**src/rtl/axi4_mgr_arb.sv**
```systemverilog
// axi4_mgr_arb: shares one axi4_mgr between NUM_REQ clients.
// The write and read channels each have their own round-robin arbiter and
// IDLE/BUSY sequencer. A granted client's address/data/count are captured and
// presented to the manager until its completion pulse returns. The result is
// then routed back to that client only.
module axi4_mgr_arb #(
   parameter int NUM_REQ          = 4,
   parameter int AXI_ADDR_WIDTH   = 32,
   parameter int AXI_DATA_WIDTH   = 64,
   parameter int DATA_COUNT_WIDTH = 8
) (
   input  logic                                   clk_i,
   input  logic                                   rstn_i,
   input  logic [NUM_REQ-1:0]                     wr_req_i,
   input  logic [NUM_REQ*AXI_ADDR_WIDTH-1:0]      wr_addr_i,
   input  logic [NUM_REQ*AXI_DATA_WIDTH-1:0]      wr_data_i,
   input  logic [NUM_REQ*DATA_COUNT_WIDTH-1:0]    wr_count_i,
   output logic [NUM_REQ-1:0]                     wr_gnt_o,
   output logic [NUM_REQ-1:0]                     wr_done_o,
   output logic [1:0]                             wr_err_o,
   input  logic [NUM_REQ-1:0]                     rd_req_i,
   input  logic [NUM_REQ*AXI_ADDR_WIDTH-1:0]      rd_addr_i,
   input  logic [NUM_REQ*DATA_COUNT_WIDTH-1:0]    rd_count_i,
   output logic [NUM_REQ-1:0]                     rd_gnt_o,
   output logic [NUM_REQ-1:0]                     rd_done_o,
   output logic [1:0]                             rd_err_o,
   output logic [AXI_DATA_WIDTH-1:0]              rd_data_o,
   output logic [1:0]                             mgr_req_o,
   output logic [AXI_ADDR_WIDTH-1:0]              mgr_wr_addr_o,
   output logic [AXI_ADDR_WIDTH-1:0]              mgr_rd_addr_o,
   output logic [AXI_DATA_WIDTH-1:0]              mgr_data_o,
   output logic [DATA_COUNT_WIDTH-1:0]            mgr_wr_count_o,
   output logic [DATA_COUNT_WIDTH-1:0]            mgr_rd_count_o,
   input  logic [1:0]                             mgr_rsp_i,
   input  logic [1:0]                             mgr_wr_err_i,
   input  logic [1:0]                             mgr_rd_err_i,
   input  logic [AXI_DATA_WIDTH-1:0]              mgr_data_i
);

   localparam int N  = NUM_REQ;
   localparam int AW = AXI_ADDR_WIDTH;
   localparam int DW = AXI_DATA_WIDTH;
   localparam int CW = DATA_COUNT_WIDTH;
   localparam int IW = (N > 1) ? $clog2(N) : 1;

   localparam logic [1:0] ERR_SLVERR = 2'b10;

   typedef enum logic {IDLE = 1'b0, BUSY = 1'b1} state_t;

   // Round-robin pick: returns {found, index}; the requester closest at or after ptr wins.
   function automatic logic [IW:0] rr_pick(input logic [N-1:0] req, input logic [IW-1:0] ptr);
      logic [IW:0] res;
      int          idx;
      res = '0;
      // walk offsets from farthest to nearest so the nearest requester is kept last
      for (int i = N - 1; i >= 0; i--) begin
         idx = (int'(ptr) + i) % N;
         if (req[idx]) res = {1'b1, IW'(idx)};
      end
      return res;
   endfunction

   // Pointer to the client after k, wrapping N-1 -> 0.
   function automatic logic [IW-1:0] rr_next(input logic [IW-1:0] k);
      return (int'(k) == N - 1) ? '0 : k + 1'b1;
   endfunction

   // write channel state (_p0 = next value, _p1 = registered)
   state_t          wr_state_p0, wr_state_p1;
   logic [IW-1:0]   wr_ptr_p0,   wr_ptr_p1;
   logic [IW-1:0]   wr_sel_p0,   wr_sel_p1;
   logic [AW-1:0]   wr_addr_p0,  wr_addr_p1;
   logic [DW-1:0]   wr_data_p0,  wr_data_p1;
   logic [CW-1:0]   wr_count_p0, wr_count_p1;
   logic [N-1:0]    wr_gnt_p0,   wr_gnt_p1;
   logic [N-1:0]    wr_done_p0,  wr_done_p1;
   logic [1:0]      wr_err_p0,   wr_err_p1;
   logic [IW:0]     wr_pick;
   logic [IW-1:0]   wr_k;

   // read channel state
   state_t          rd_state_p0, rd_state_p1;
   logic [IW-1:0]   rd_ptr_p0,   rd_ptr_p1;
   logic [IW-1:0]   rd_sel_p0,   rd_sel_p1;
   logic [AW-1:0]   rd_addr_p0,  rd_addr_p1;
   logic [CW-1:0]   rd_count_p0, rd_count_p1;
   logic [N-1:0]    rd_gnt_p0,   rd_gnt_p1;
   logic [N-1:0]    rd_done_p0,  rd_done_p1;
   logic [1:0]      rd_err_p0,   rd_err_p1;
   logic [DW-1:0]   rd_data_p0,  rd_data_p1;
   logic [IW:0]     rd_pick;
   logic [IW-1:0]   rd_k;

   // Write FSM next state: arbitrate and capture in IDLE, wait for rsp[0] in BUSY.
   always_comb begin
      wr_state_p0 = wr_state_p1;
      wr_ptr_p0   = wr_ptr_p1;
      wr_sel_p0   = wr_sel_p1;
      wr_addr_p0  = wr_addr_p1;
      wr_data_p0  = wr_data_p1;
      wr_count_p0 = wr_count_p1;
      wr_gnt_p0   = '0;
      wr_done_p0  = '0;
      wr_err_p0   = '0;
      wr_pick     = rr_pick(wr_req_i, wr_ptr_p1);
      wr_k        = wr_pick[IW-1:0];
      case (wr_state_p1)
         IDLE: begin
            if (wr_pick[IW]) begin
               wr_sel_p0       = wr_k;
               wr_ptr_p0       = rr_next(wr_k);
               wr_gnt_p0[wr_k] = 1'b1;
               wr_addr_p0      = wr_addr_i[wr_k*AW +: AW];
               wr_data_p0      = wr_data_i[wr_k*DW +: DW];
               wr_count_p0     = wr_count_i[wr_k*CW +: CW];
               // a zero-beat transfer is answered locally with SLVERR and never issued
               if (wr_count_i[wr_k*CW +: CW] == '0) begin
                  wr_done_p0[wr_k] = 1'b1;
                  wr_err_p0        = ERR_SLVERR;
               end else begin
                  wr_state_p0 = BUSY;
               end
            end
         end
         BUSY: begin
            if (mgr_rsp_i[0]) begin
               wr_done_p0[wr_sel_p1] = 1'b1;
               wr_err_p0             = mgr_wr_err_i;
               wr_state_p0           = IDLE;
            end
         end
         default: wr_state_p0 = IDLE;
      endcase
   end

   // Read FSM next state: same sequencing as write, also capturing read data on rsp[1].
   always_comb begin
      rd_state_p0 = rd_state_p1;
      rd_ptr_p0   = rd_ptr_p1;
      rd_sel_p0   = rd_sel_p1;
      rd_addr_p0  = rd_addr_p1;
      rd_count_p0 = rd_count_p1;
      rd_data_p0  = rd_data_p1;
      rd_gnt_p0   = '0;
      rd_done_p0  = '0;
      rd_err_p0   = '0;
      rd_pick     = rr_pick(rd_req_i, rd_ptr_p1);
      rd_k        = rd_pick[IW-1:0];
      case (rd_state_p1)
         IDLE: begin
            if (rd_pick[IW]) begin
               rd_sel_p0       = rd_k;
               rd_ptr_p0       = rr_next(rd_k);
               rd_gnt_p0[rd_k] = 1'b1;
               rd_addr_p0      = rd_addr_i[rd_k*AW +: AW];
               rd_count_p0     = rd_count_i[rd_k*CW +: CW];
               if (rd_count_i[rd_k*CW +: CW] == '0) begin
                  rd_done_p0[rd_k] = 1'b1;
                  rd_err_p0        = ERR_SLVERR;
               end else begin
                  rd_state_p0 = BUSY;
               end
            end
         end
         BUSY: begin
            if (mgr_rsp_i[1]) begin
               rd_done_p0[rd_sel_p1] = 1'b1;
               rd_err_p0             = mgr_rd_err_i;
               rd_data_p0            = mgr_data_i;
               rd_state_p0           = IDLE;
            end
         end
         default: rd_state_p0 = IDLE;
      endcase
   end

   // Write channel registers; reset drops any in-flight transfer silently.
   always_ff @(posedge clk_i or negedge rstn_i) begin
      if (!rstn_i) begin
         wr_state_p1 <= IDLE;
         wr_ptr_p1   <= '0;
         wr_sel_p1   <= '0;
         wr_addr_p1  <= '0;
         wr_data_p1  <= '0;
         wr_count_p1 <= '0;
         wr_gnt_p1   <= '0;
         wr_done_p1  <= '0;
         wr_err_p1   <= '0;
      end else begin
         wr_state_p1 <= wr_state_p0;
         wr_ptr_p1   <= wr_ptr_p0;
         wr_sel_p1   <= wr_sel_p0;
         wr_addr_p1  <= wr_addr_p0;
         wr_data_p1  <= wr_data_p0;
         wr_count_p1 <= wr_count_p0;
         wr_gnt_p1   <= wr_gnt_p0;
         wr_done_p1  <= wr_done_p0;
         wr_err_p1   <= wr_err_p0;
      end
   end

   // Read channel registers.
   always_ff @(posedge clk_i or negedge rstn_i) begin
      if (!rstn_i) begin
         rd_state_p1 <= IDLE;
         rd_ptr_p1   <= '0;
         rd_sel_p1   <= '0;
         rd_addr_p1  <= '0;
         rd_count_p1 <= '0;
         rd_data_p1  <= '0;
         rd_gnt_p1   <= '0;
         rd_done_p1  <= '0;
         rd_err_p1   <= '0;
      end else begin
         rd_state_p1 <= rd_state_p0;
         rd_ptr_p1   <= rd_ptr_p0;
         rd_sel_p1   <= rd_sel_p0;
         rd_addr_p1  <= rd_addr_p0;
         rd_count_p1 <= rd_count_p0;
         rd_data_p1  <= rd_data_p0;
         rd_gnt_p1   <= rd_gnt_p0;
         rd_done_p1  <= rd_done_p0;
         rd_err_p1   <= rd_err_p0;
      end
   end

   assign wr_gnt_o       = wr_gnt_p1;
   assign wr_done_o      = wr_done_p1;
   assign wr_err_o       = wr_err_p1;
   assign rd_gnt_o       = rd_gnt_p1;
   assign rd_done_o      = rd_done_p1;
   assign rd_err_o       = rd_err_p1;
   assign rd_data_o      = rd_data_p1;
   assign mgr_req_o      = {rd_state_p1 == BUSY, wr_state_p1 == BUSY};
   assign mgr_wr_addr_o  = wr_addr_p1;
   assign mgr_rd_addr_o  = rd_addr_p1;
   assign mgr_data_o     = wr_data_p1;
   assign mgr_wr_count_o = wr_count_p1;
   assign mgr_rd_count_o = rd_count_p1;

endmodule

```
**config.mk**
```make
export PLATFORM = sky130hd
export DESIGN_NAME = axi4_mgr_arb
export DESIGN_NICKNAME = d
export VERILOG_FILES = /design/src/rtl/axi4_mgr_arb.sv
export SDC_FILE = /design/constraint.sdc
export NUM_CORES = 1
export LEC_CHECK = 0
export BUFFER_PORTS_ARGS = -buffer_cell sky130_fd_sc_hd__buf_2
export CORE_AREA = 5 5 344 346
export CTS_BUF_LIST = sky130_fd_sc_hd__clkbuf_16
export CTS_CLUSTER_DIAMETER = 60
export DETAILED_ROUTE_END_ITERATION = 6
export DIE_AREA = 0 0 349 351
export HOLD_SLACK_MARGIN = 0.08
export SLEW_MARGIN = 10
export SYNTH_ARGS = -nofsm -noshare
export SYNTH_HDL_FRONTEND = slang
export SYNTH_SLANG_ARGS = --single-unit
export TNS_END_PERCENT = 1
```
**constraint.sdc**
```tcl
create_clock -name clk_i -period 4.1 [get_ports clk_i]
set_input_delay 0 -clock clk_i [delete_from_list [all_inputs] [get_ports clk_i]]
set_output_delay 0 -clock clk_i [all_outputs]
set_load 0.02 [all_outputs]
```
==> reports/metrics.cfg <==
[sta]
final_hold_viol_count = 0
setup_viol = 0
fin_crit_ns = 3.94
fin_hold_ws_ns = 0.0220
maxSlewViolCount = 0
period_share_pct = 96.1
max_freq_ghz = 0.254
slew_headroom_pct = 37.0
worstMarginPinSlew_ns = 0.945
fin_skew_ns = 0.0313
rsz0062_at_grt = true

[min_path]
hp-class = primary input to register

[synthesis]
yosysMostFrequentCell = nand2_1
synth_nets = 2507
seq_area_frac_synth_pct = 44.3
synth_common_cells = nand2_1 (845), nand3_1 (376), dfrtp_1 (238), clkbuf_1 (98), mux2_2 (64)
ys_ff_latch = 238
ys.flop_type = dfrtp_1
synth.distinct_cells = 39
synth_edf_count = 0
syn_area_per_cell_um2 = 7.29
synth_top_area_share_pct = 44.3
yosysWarnings = 0
syn-instance-count = 1843
async_flop_share_pct = 100
synth_top_area_cell = dfrtp_1
synth_area_um2 = 13400
synth_area_leaders = dfrtp_1 (44%), nand2_1 (24%), nand3_1 (14%)

[power]
pwr_density_cell_nw_per_um2 = 688
total_power_mw = 17.8
leakagePower_nw = 12.7
ir_drop_uv = 301

[floorplan]
core_um2 = 115000
ioPinCount = 886
die_w_um = 349
initial_core_util_pct = 11.7
die_area_um2 = 122000
die_h_um = 351
rows = 125

[detailed_routing]
vias_per_cell = 3.98
routedWlPerCell_um = 17.4
first_pass_iters = 7
ant_nets = 0
vias = 18800
drt_iter0_drc = 1510
routed_wl_um = 82400
drcViolationCount = 0

[finish]
drive_gt1_share_pct = 33.0
fillCellCount = 12700
nets = 3829
area_growth_pct = 92.6

[critical_path]
start_kind = register
cp-end-kind = register
critPathTopFamily = buffers and inverters
cp.required_ns = 4.58
worstPathCellList = nor2b_1 -> o21ai_4 -> and3_2 -> buf_4 -> inv_2 -> buf_4 -> nand2_1 -> nand3_1 -> dlygate4sd3_1 -> nand2_1 -> dlygate4sd3_1 -> o21ai_0
cp_data_arrival_time_ns = 4.42
worstSetupPathType = register to register
cp_max_fo = 35
critical_path_buf_inv_count = 5
reg2reg_setup_slack_ns = 0.16
critPathMaxStageDelay_ns = 0.57
slowest_stage = dlygate4sd3_1

[clock_tree]
clk_pin_slew_ns = 0.06
cts.htree.levels = 2
cts_inserted_buffers = 37
cts_root_buf = clkbuf_16
clk-insertion-delay-late_ns = 0.58
clockBufferDepth = 3
cts_sinks = 238
post-cts-setup-buffer-count = 0
cts_tree = yes

[status]
status = finished, final reports clean

[global_routing]
grt_max_degree = 148
antenna_found_initial = 16
grt_overflow_total = 0
grt_pass1_vias = 18900
grt_use_total_pct = 12.5
grt_pass1_wl_um = 117000

[placement]
dp_hpwl_um = 60900
io_buffers = 885
place.gp.congestion = 0.974

[flow_run]
maxCapViolCount = 0

cell usage in the layout, fill, tap and decap left out, drive strengths merged, types with 3 or more instances in the layout:
| master | n |
|---|---|
| clkinv | 13 |
| clkbuf | 37 |
| inv | 38 |
| a311oi | 8 |
| a32oi | 8 |
| clkinvlp | 6 |
| dlygate4sd3 | 505 |
| and3 | 3 |
| mux2 | 64 |
| nor2 | 9 |
| o31ai | 3 |
| ha | 8 |
| and2 | 4 |
| a21oi | 6 |
| buf | 916 |
| nand3 | 376 |
| nand2b | 4 |
| a21o | 4 |
| diode | 7 |
| dfrtp | 238 |
| o221ai | 16 |
| a22oi | 4 |
| nand2 | 845 |
| o21ai | 58 |
final timing paths:
kind | from | end | depth (start not counted)
min in group asynchronous | rstn_i | rd_gnt_o[3] | 2
max | rd_ptr_p1[0] | mgr_rd_addr_o[9] | 12
max reg2reg | rd_ptr_p1[0] | mgr_rd_addr_o[9] | 12
min | wr_data_i[241] | mgr_data_o[49] | 5
min reg2reg | mgr_data_o[55] | mgr_data_o[55] | 2
max in group asynchronous | rstn_i | mgr_wr_addr_o[12] | 3
area by class of cell:
cell class	instances	area [µm²]	share of cell area, %
flip-flops and latches	238	5960	23.0
well taps	1524	1910	7.37
clock buffers	37	926	3.58
multi-input cells	1438	6870	26.5
inverters	29	116	0.450
repair buffers	1421	9840	38.0
diodes	7	17.5	0.0677
clock inverters	30	249	0.962
state kept, by name, indices dropped and copies added, names as in the netlist:
register	flops
mgr_data_o	64
mgr_rd_addr_o	32
mgr_rd_count_o	8
mgr_wr_addr_o	32
mgr_wr_count_o	8
rd_data_o	64
rd_done_o	4
rd_err_o	2
rd_gnt_o	4
rd_ptr_p1	2
rd_sel_p1	2
rd_state_p1	1
wr_done_o	4
wr_err_o	2
wr_gnt_o	4
wr_ptr_p1	2
wr_sel_p1	2
wr_state_p1	1
metal layers:
metal | wire [µm] | vias to the layer above | track usage [%] | share of wire, %
li1 | - | 8730 | - | -
met1 | 32500 | 8880 | 15.0 | 39
met2 | 37700 | 998 | 20.2 | 46
met3 | 8280 | 201 | 4.29 | 10
met4 | 3850 | 14 | 5.53 | 4.7
met5 | 95 | - | 0 | 0.12
worst min-delay path, stage by stage:
cell and delay (ns):
buf_2 0.13, nand2_1 0.06, nand3_1 0.22, nand3_1 0.11, nand2_1 0.05
report_power, final:
| group | leakage (nW) | internal [mW] | switching [mW] | total [mW] |
|---|---|---|---|---|
| Clock | 0.578 | 1.80 | 1.28 | 3.08 |
| Combinational | 9.21 | 4.34 | 6.16 | 10.5 |
| Sequential | 2.89 | 3.51 | 0.723 | 4.23 |
| Total | 12.7 | 9.64 | 8.17 | 17.8 |
metrics by stage:
step / setup TNS, ns / util, % / cells / setup WS (ns) / instance area, µm²
floorplan: 0 / - / 1843 / 1.92 / 13400
global placement: 0 / 17.1 / 4145 / 1.13 / 19600
detailed placement: 0 / 17.1 / 4145 / 1.10 / 19600
CTS: 0 / 22.5 / 4717 / 0.110 / 25900
global route: -0.00422 / 22.5 / 4721 / -0.00422 / 25900
finish: 0 / 22.5 / 4724 / 0.160 / 25900
repair_timing:
action / 4_1_cts / 5_1_grt
gates resized for setup: 0 / 2
hold buffers: 505 / 0
setup endpoints to repair: 0 / 19
hold endpoints to repair: 353 / 0
logic make-up (layout without fill, tap and decap cells):
logic type,count (synthesis),after routing,synth area share [%]
and+or+nand+nor,1250,1250,38.9
adders and majority gates,8,8,0.745
AOI/OAI and AO/OA,115,115,5.68
other,0,7,0
DFF,238,238,44.3
muxes,65,65,5.44
buffers and inverters,167,1517,4.93
Note: power is estimated with default switching activity, not from simulation.
